$ cat src/rtl/subservient_uart_loader.sv
// UART boot loader: 8N1 bytes -> length-prefixed little-endian words -> single-outstanding Wishbone writes.
// Write strobe rises one cycle after the fourth byte; a word finishing while a write is pending is dropped and flagged.
module subservient_uart_loader #(
    parameter int          CLKS_PER_BIT = 868,
    parameter logic [31:0] BASE_ADR     = 32'h0
) (
    input  logic        i_clk,
    input  logic        i_rst,
    input  logic        i_uart_rx,
    output logic        o_debug_mode,
    output logic [31:0] o_wb_dbg_adr,
    output logic [31:0] o_wb_dbg_dat,
    output logic [3:0]  o_wb_dbg_sel,
    output logic        o_wb_dbg_we,
    output logic        o_wb_dbg_stb,
    input  logic [31:0] i_wb_dbg_rdt,
    input  logic        i_wb_dbg_ack,
    output logic        o_done,
    output logic        o_frame_err,
    output logic        o_overrun
);

    localparam int CW = $clog2(CLKS_PER_BIT + 1);
    localparam logic [CW-1:0] HALF = CW'(CLKS_PER_BIT / 2);
    localparam logic [CW-1:0] FULL = CW'(CLKS_PER_BIT);

    typedef enum logic [1:0] {RX_IDLE, RX_START, RX_DATA, RX_STOP} rx_state_t;
    typedef enum logic [1:0] {LEN0, LEN1, DATA, FINISH} ld_state_t;
    typedef enum logic       {W_IDLE, W_BUSY} w_state_t;

    logic unused_rdt;
    assign unused_rdt = ^i_wb_dbg_rdt;

    logic            rx_meta_q, rx_sync_q;
    rx_state_t       rx_state_q, rx_state_d;
    logic [CW-1:0]   cnt_q, cnt_d;
    logic [2:0]      bit_q, bit_d;
    logic [7:0]      shift_q, shift_d;
    logic            tick, byte_vld, frame_err_set;

    ld_state_t       ld_state_q, ld_state_d;
    logic [15:0]     len_q, len_d;
    logic [15:0]     words_q, words_d;
    logic [1:0]      bpos_q, bpos_d;
    logic [23:0]     word_q, word_d;
    logic            handoff;

    w_state_t        w_state_q, w_state_d;
    logic [31:0]     adr_q, adr_d;
    logic [31:0]     dat_q, dat_d;
    logic            frame_err_q, overrun_q, overrun_set;

    assign tick = (cnt_q == CW'(1));

    always_comb begin
        rx_state_d    = rx_state_q;
        cnt_d         = cnt_q;
        bit_d         = bit_q;
        shift_d       = shift_q;
        byte_vld      = 1'b0;
        frame_err_set = 1'b0;
        case (rx_state_q)
            RX_IDLE: begin
                if (!rx_sync_q) begin
                    rx_state_d = RX_START;
                    cnt_d      = HALF;
                end
            end
            RX_START: begin
                if (!tick) begin
                    cnt_d = cnt_q - CW'(1);
                end else if (rx_sync_q) begin
                    rx_state_d = RX_IDLE;
                end else begin
                    rx_state_d = RX_DATA;
                    cnt_d      = FULL;
                    bit_d      = 3'd0;
                end
            end
            RX_DATA: begin
                if (!tick) begin
                    cnt_d = cnt_q - CW'(1);
                end else begin
                    shift_d = {rx_sync_q, shift_q[7:1]};
                    cnt_d   = FULL;
                    bit_d   = bit_q + 3'd1;
                    if (bit_q == 3'd7) begin
                        rx_state_d = RX_STOP;
                    end
                end
            end
            default: begin
                if (!tick) begin
                    cnt_d = cnt_q - CW'(1);
                end else begin
                    rx_state_d = RX_IDLE;
                    if (rx_sync_q) begin
                        byte_vld = 1'b1;
                    end else begin
                        frame_err_set = 1'b1;
                    end
                end
            end
        endcase
    end

    // Once all N words are handed off, finish when the write in flight is acknowledged.
    always_comb begin
        ld_state_d = ld_state_q;
        len_d      = len_q;
        words_d    = words_q;
        bpos_d     = bpos_q;
        word_d     = word_q;
        handoff    = 1'b0;
        case (ld_state_q)
            LEN0: begin
                if (byte_vld) begin
                    len_d[7:0] = shift_q;
                    ld_state_d = LEN1;
                end
            end
            LEN1: begin
                if (byte_vld) begin
                    len_d[15:8] = shift_q;
                    ld_state_d  = ({shift_q, len_q[7:0]} == 16'd0) ? FINISH : DATA;
                end
            end
            DATA: begin
                if (words_q == len_q) begin
                    if ((w_state_q == W_IDLE) || i_wb_dbg_ack) begin
                        ld_state_d = FINISH;
                    end
                end else if (byte_vld) begin
                    if (bpos_q == 2'd3) begin
                        handoff = 1'b1;
                        words_d = words_q + 16'd1;
                        bpos_d  = 2'd0;
                    end else begin
                        word_d = {shift_q, word_q[23:8]};
                        bpos_d = bpos_q + 2'd1;
                    end
                end
            end
            default: ;
        endcase
    end

    always_comb begin
        w_state_d   = w_state_q;
        adr_d       = adr_q;
        dat_d       = dat_q;
        overrun_set = 1'b0;
        case (w_state_q)
            W_IDLE: begin
                if (handoff) begin
                    adr_d     = BASE_ADR + {14'd0, words_q, 2'b00};
                    dat_d     = {shift_q, word_q};
                    w_state_d = W_BUSY;
                end
            end
            default: begin
                overrun_set = handoff;
                if (i_wb_dbg_ack) begin
                    w_state_d = W_IDLE;
                end
            end
        endcase
    end

    always_ff @(posedge i_clk or posedge i_rst) begin
        if (i_rst) begin
            rx_meta_q   <= 1'b1;
            rx_sync_q   <= 1'b1;
            rx_state_q  <= RX_IDLE;
            cnt_q       <= '0;
            bit_q       <= 3'd0;
            shift_q     <= 8'd0;
            ld_state_q  <= LEN0;
            len_q       <= 16'd0;
            words_q     <= 16'd0;
            bpos_q      <= 2'd0;
            word_q      <= 24'd0;
            w_state_q   <= W_IDLE;
            adr_q       <= 32'd0;
            dat_q       <= 32'd0;
            frame_err_q <= 1'b0;
            overrun_q   <= 1'b0;
        end else begin
            rx_meta_q   <= i_uart_rx;
            rx_sync_q   <= rx_meta_q;
            rx_state_q  <= rx_state_d;
            cnt_q       <= cnt_d;
            bit_q       <= bit_d;
            shift_q     <= shift_d;
            ld_state_q  <= ld_state_d;
            len_q       <= len_d;
            words_q     <= words_d;
            bpos_q      <= bpos_d;
            word_q      <= word_d;
            w_state_q   <= w_state_d;
            adr_q       <= adr_d;
            dat_q       <= dat_d;
            frame_err_q <= frame_err_q | frame_err_set;
            overrun_q   <= overrun_q | overrun_set;
        end
    end

    assign o_wb_dbg_stb = (w_state_q == W_BUSY);
    assign o_wb_dbg_adr = adr_q;
    assign o_wb_dbg_dat = dat_q;
    assign o_wb_dbg_sel = 4'hF;
    assign o_wb_dbg_we  = 1'b1;
    assign o_done       = (ld_state_q == FINISH);
    assign o_debug_mode = (ld_state_q != FINISH);
    assign o_frame_err  = frame_err_q;
    assign o_overrun    = overrun_q;

endmodule

$ cat config.mk
export PLATFORM = sky130hd
export DESIGN_NAME = subservient_uart_loader
export DESIGN_NICKNAME = d
export VERILOG_FILES = /design/src/rtl/subservient_uart_loader.sv
export SDC_FILE = /design/constraint.sdc
export NUM_CORES = 1
export LEC_CHECK = 0
export ABC_AREA = 1
export CAP_MARGIN = 20
export CORE_MARGIN = 8
export CORE_UTILIZATION = 50
export DETAILED_ROUTE_END_ITERATION = 8
export PLACE_DENSITY = 0.83
export RECOVER_POWER = 50
export SYNTH_ARGS = -nofsm -noshare
export SYNTH_HDL_FRONTEND = slang
export SYNTH_SLANG_ARGS = --single-unit
$ cat constraint.sdc
create_clock -name i_clk -period 13.7 [get_ports i_clk]
set_clock_uncertainty 0.05 [all_clocks]
set_input_delay 4.11 -clock i_clk [delete_from_list [all_inputs] [get_ports i_clk]]
set_output_delay 4.11 -clock i_clk [all_outputs]
set_load 0.01 [all_outputs]
# ---- After elaboration in Yosys (flattened, before gate mapping)
# Index checks and enable logic that the tools add are counted.
dict set report word_totals {
  in_bits 36
  reg_bits 136
  word_cells 104
}
dict set report op_classes {
  reduce_logical 19
  bitwise 5
  n_addsub 4
  n_eq_ne 21
  n_mux 38
}
# operator n
set op_table {}
lappend op_table {{10-bit 2-to-1 mux} 5}
lappend op_table {{10-bit one-hot mux with 3 select lines} 1}
lappend op_table {{2-bit 2-to-1 mux} 11}
lappend op_table {{2-bit inequality test, second input constant} 10}
lappend op_table {{16-bit by 1-bit adder with 16-bit output, second input constant} 1}
lappend op_table {{16-bit == test} 1}
lappend op_table {{16-bit logical NOT} 1}
lappend op_table {{1-bit 2-to-1 mux} 15}
lappend op_table {{2-bit one-hot mux with 3 select lines} 2}
lappend op_table {{4-bit AND reduction} 3}
lappend op_table {{10-bit by 1-bit == test with 1-bit output, second input constant} 1}
lappend op_table {{5-bit AND reduction} 2}
lappend op_table {{10-bit by 1-bit subtractor with 10-bit output, second input constant} 1}
lappend op_table {{3-bit 2-to-1 mux} 3}
lappend op_table {{2-bit == test, second input constant} 4}
lappend op_table {{2-bit AND reduction} 4}
lappend op_table {{3-bit one-hot mux with 2 select lines} 1}
lappend op_table {{3-bit AND reduction} 2}
lappend op_table {{2-bit by 1-bit == test with 1-bit output, second input constant} 2}
lappend op_table {{2-bit logical NOT} 2}
lappend op_table {{4-bit by 1-bit inequality test with 1-bit output, second input constant} 1}
lappend op_table {{2-bit nonzero test} 2}
lappend op_table {{3-bit by 1-bit adder with 3-bit output, second input constant} 1}
lappend op_table {{3-bit == test, second input constant} 1}
lappend op_table {{other kinds (7)} 10}

# ---- Longest topological paths before layout
dict set report logic_depth {
  depth_word 8
  ltp_mapped 14
}

# ---- Least setup slack after synthesis
# No wires, ideal clock.
dict set report synth_path {
  path_kind {reg-to-output}
  start {register ld_state_q[0]}
  end {output o_debug_mode}
  stages_incl_launch_ff 3
  t_arrival_ns 0.748
  n_path_buf 0
  setup_slack_ns 8.792
  cell_sequence {dfrtp_1 ha_1 inv_1}
}
dict set report synth_via {
  elab_chain_cells 1
}
# item line
set synth_lines {}
lappend synth_lines {{start: declaration} 41} ;# ld_state_t ld_state_q, ld_state_d;
lappend synth_lines {{start signal: assignment} 195} ;# ld_state_q <= ld_state_d;
lappend synth_lines {{2-bit inequality test} 214} ;# assign o_debug_mode = (ld_state_q != FINISH);
lappend synth_lines {{end: declaration} 10} ;# output logic o_debug_mode,
# No other way between the ends.

==> impl_metrics.tcl <==
set metrics [dict create \
    status "finished, violations left" \
    violations "capacitance limit, slew limit" \
    drtIter0Drc 397 \
    critPathLaunch "i_rst" \
    grt-ovfl-total 0 \
    rsz0062_at_grt "false" \
    cts.htree.levels 4 \
    timing.slew.headroom_pct -93.32 \
    synthCells 805 \
    reg2reg_depth 11 \
    slew_violations 144 \
    finalSetupViolations 0 \
    yosysUniqueCellTypes 33 \
    core_area_um2 12670 \
    die_area_um2 16960 \
    start_util_pct 51.50 \
    vias 5106 \
    antenna_found_initial 0 \
    p_leak_nw 3.717 \
    hold_violations 0 \
    rows 41 \
    dp_hpwl_um 9190 \
    final_common_cell "nand2_1" \
    postCtsHoldBufs 0 \
    fill_cells 1090 \
    cts_buffers 17 \
    cts_tree "done" \
    cp-start-kind "primary input" \
    final_nets 908 \
    die_h_um 130.2 \
    clock-root-buffer "clkbuf_16" \
    drive_gt1_share_pct 5.281 \
    gp_congestion 0.9164 \
    area_delta_synth_final_pct 16.93 \
    ys_async_sr_fraction_pct 100.0 \
    grt_pass1_vias 4970 \
    required_ps 14090 \
    drc 0 \
    grt_usage_pct 17.39 \
    final_cell_mix "nand2_1 (316), dfrtp_1 (134), inv_1 (87), o21ai_0 (76), clkdlybuf4s50_1 (53)" \
    routedWlPerCell_um 13.08 \
    timing.final.crit_period_ps 6883 \
    end_kind "async pin" \
    synth_edf_count 0 \
    finalSetupTns_ps 0 \
    crit_fanout 69 \
    synthFlopType "dfrtp_1" \
    cts-resized-gates 0 \
    worstMarginPinSlew_ps 2884 \
    power_density_nw_per_um2 112.4 \
    die_x_um 130.2 \
    cts_setup_buffers 0 \
    ioPinCount 110 \
    antenna_left 0 \
    fin_crit_sh_pct 50.24 \
    portBuffers 56 \
    max_cap_viol_count 3 \
    grt_pass1_wl_um 23340 \
    seq_area_frac_synth_pct 52.20 \
    clk_latency_ps 420 \
    ys_ff_latch 136 \
    path_clk_slew_ps 50 \
    grt_max_degree 70 \
    hold_class "register to register" \
    firstDrtPassIters 6 \
    endpoint "words_q[5]" \
    reg2reg_from "cnt_q[1]" \
    critPathKind "primary input to async pin" \
    r2r_end "o_wb_dbg_dat[20]" \
    clockBufferDepth 2 \
    cp.arrival_ps 7270 \
    fmax_mhz 145.3 \
    ys_warn_count 0 \
    via_per_inst 4.895 \
    netlist_area_um2 6525 \
    vdd_drop_max_v 0.00005754 \
    hold_ws_ps 306.6 \
    syn_area_per_cell_um2 8.106 \
    r2r_slack_ps 9090 \
    clock_sinks 136 \
    drt-total-wl_um 13640 \
    diodes 0 \
]
power by group:
part	total [mW]	switching, mW	leakage (nW)	internal, mW
logic	0.0116	0.0106	1.56	0.000932
registers	0.403	0.000299	1.87	0.403
clock network	0.443	0.163	0.280	0.281
metal layers:
metal	up-vias	part of all wire (%)	track usage (%)
met2	144	48	28.24
li1	2547	-	-
met5	-	0	0
met4	0	1.8	6.762
met1	2398	44	21.91
met3	17	6.4	4.366
state kept, by name (all words and copies together), names as in the netlist:
name / count
o_wb_dbg_dat: 32
words_q: 16
o_overrun: 1
rx_sync_q: 1
o_wb_dbg_adr: 16
bit_q: 3
len_q: 16
word_q: 24
cnt_q: 10
o_wb_dbg_stb: 1
bpos_q: 2
o_frame_err: 1
rx_state_q: 2
ld_state_q: 2
rx_meta_q: 1
shift_q: 8
final cells by class:
cell class,count,area (um2),area share (%)
clock inverter,8,95.09,1.246
multi-input combinational,547,2487,32.60
sequential,136,3406,44.64
clock buffer,24,481.7,6.314
tap,172,215.2,2.821
inverter,97,365.4,4.788
timing repair buffer,59,579.3,7.593
cell families (layout without fill, tap and decap cells):
family | Yosys count | after routing | share of synthesized area, %
compound gates | 91 | 91 | 7.267
fa+ha+maj | 14 | 14 | 2.685
simple gates | 401 | 401 | 24.76
xor+xnor | 20 | 20 | 2.685
buf+inv | 141 | 188 | 10.30
flops | 136 | 136 | 52.20
other cells | 2 | 21 | 0.1151
Yosys cell counts, drive strengths merged, types with 2 or more instances:
cell type | instances | area, um2
ha | 14 | 175.2
nor3 | 10 | 50.05
nand3 | 19 | 107.6
buf | 40 | 292.8
clkbuf | 4 | 15.01
nand4 | 9 | 62.56
conb | 2 | 7.510
xnor2 | 3 | 26.28
nand2 | 317 | 1200
xor2 | 17 | 148.9
dfstp | 2 | 52.55
o21bai | 2 | 15.01
o31ai | 2 | 15.01
nor2 | 43 | 171.4
inv | 96 | 360.3
a21oi | 4 | 20.02
o21ai | 80 | 400.4
dfrtp | 134 | 3353
worst min-delay path by stage:
stage | from | to | slack [ps] | cells past startpoint
5_1_grt | rx_meta_q | rx_sync_q | 320 | 0
4_1_cts | rx_meta_q | rx_sync_q | 310 | 0
2_1_floorplan | rx_meta_q | rx_sync_q | 300 | 0
3_3_place_gp | rx_meta_q | rx_sync_q | 300 | 0
3_5_place_dp | rx_meta_q | rx_sync_q | 300 | 0
6_report | rx_meta_q | rx_sync_q | 310 | 0
critical path: stages:
cell	delay, ps
dlygate4sd3_1	560
clkinvlp_2	1630
buf_4	900
per-stage QoR:
stage / power, mW / cell area (um2) / util, % / worst slack (ps) / instances
6_report: 0.8578 / 7630 / 60.22 / 6817 / 1043
2_1_floorplan: 0.4230 / 6596 / - / 5904 / 824
4_1_cts: 0.8639 / 7664 / 60.48 / 7861 / 1042
5_1_grt: 0.8844 / 7630 / 60.22 / 6195 / 1043
3_5_place_dp: 0.4221 / 7087 / 55.93 / 7482 / 1010
3_3_place_gp: 0.4220 / 7087 / 55.93 / 7497 / 1010
Note: power is estimated with default switching activity, not from simulation.
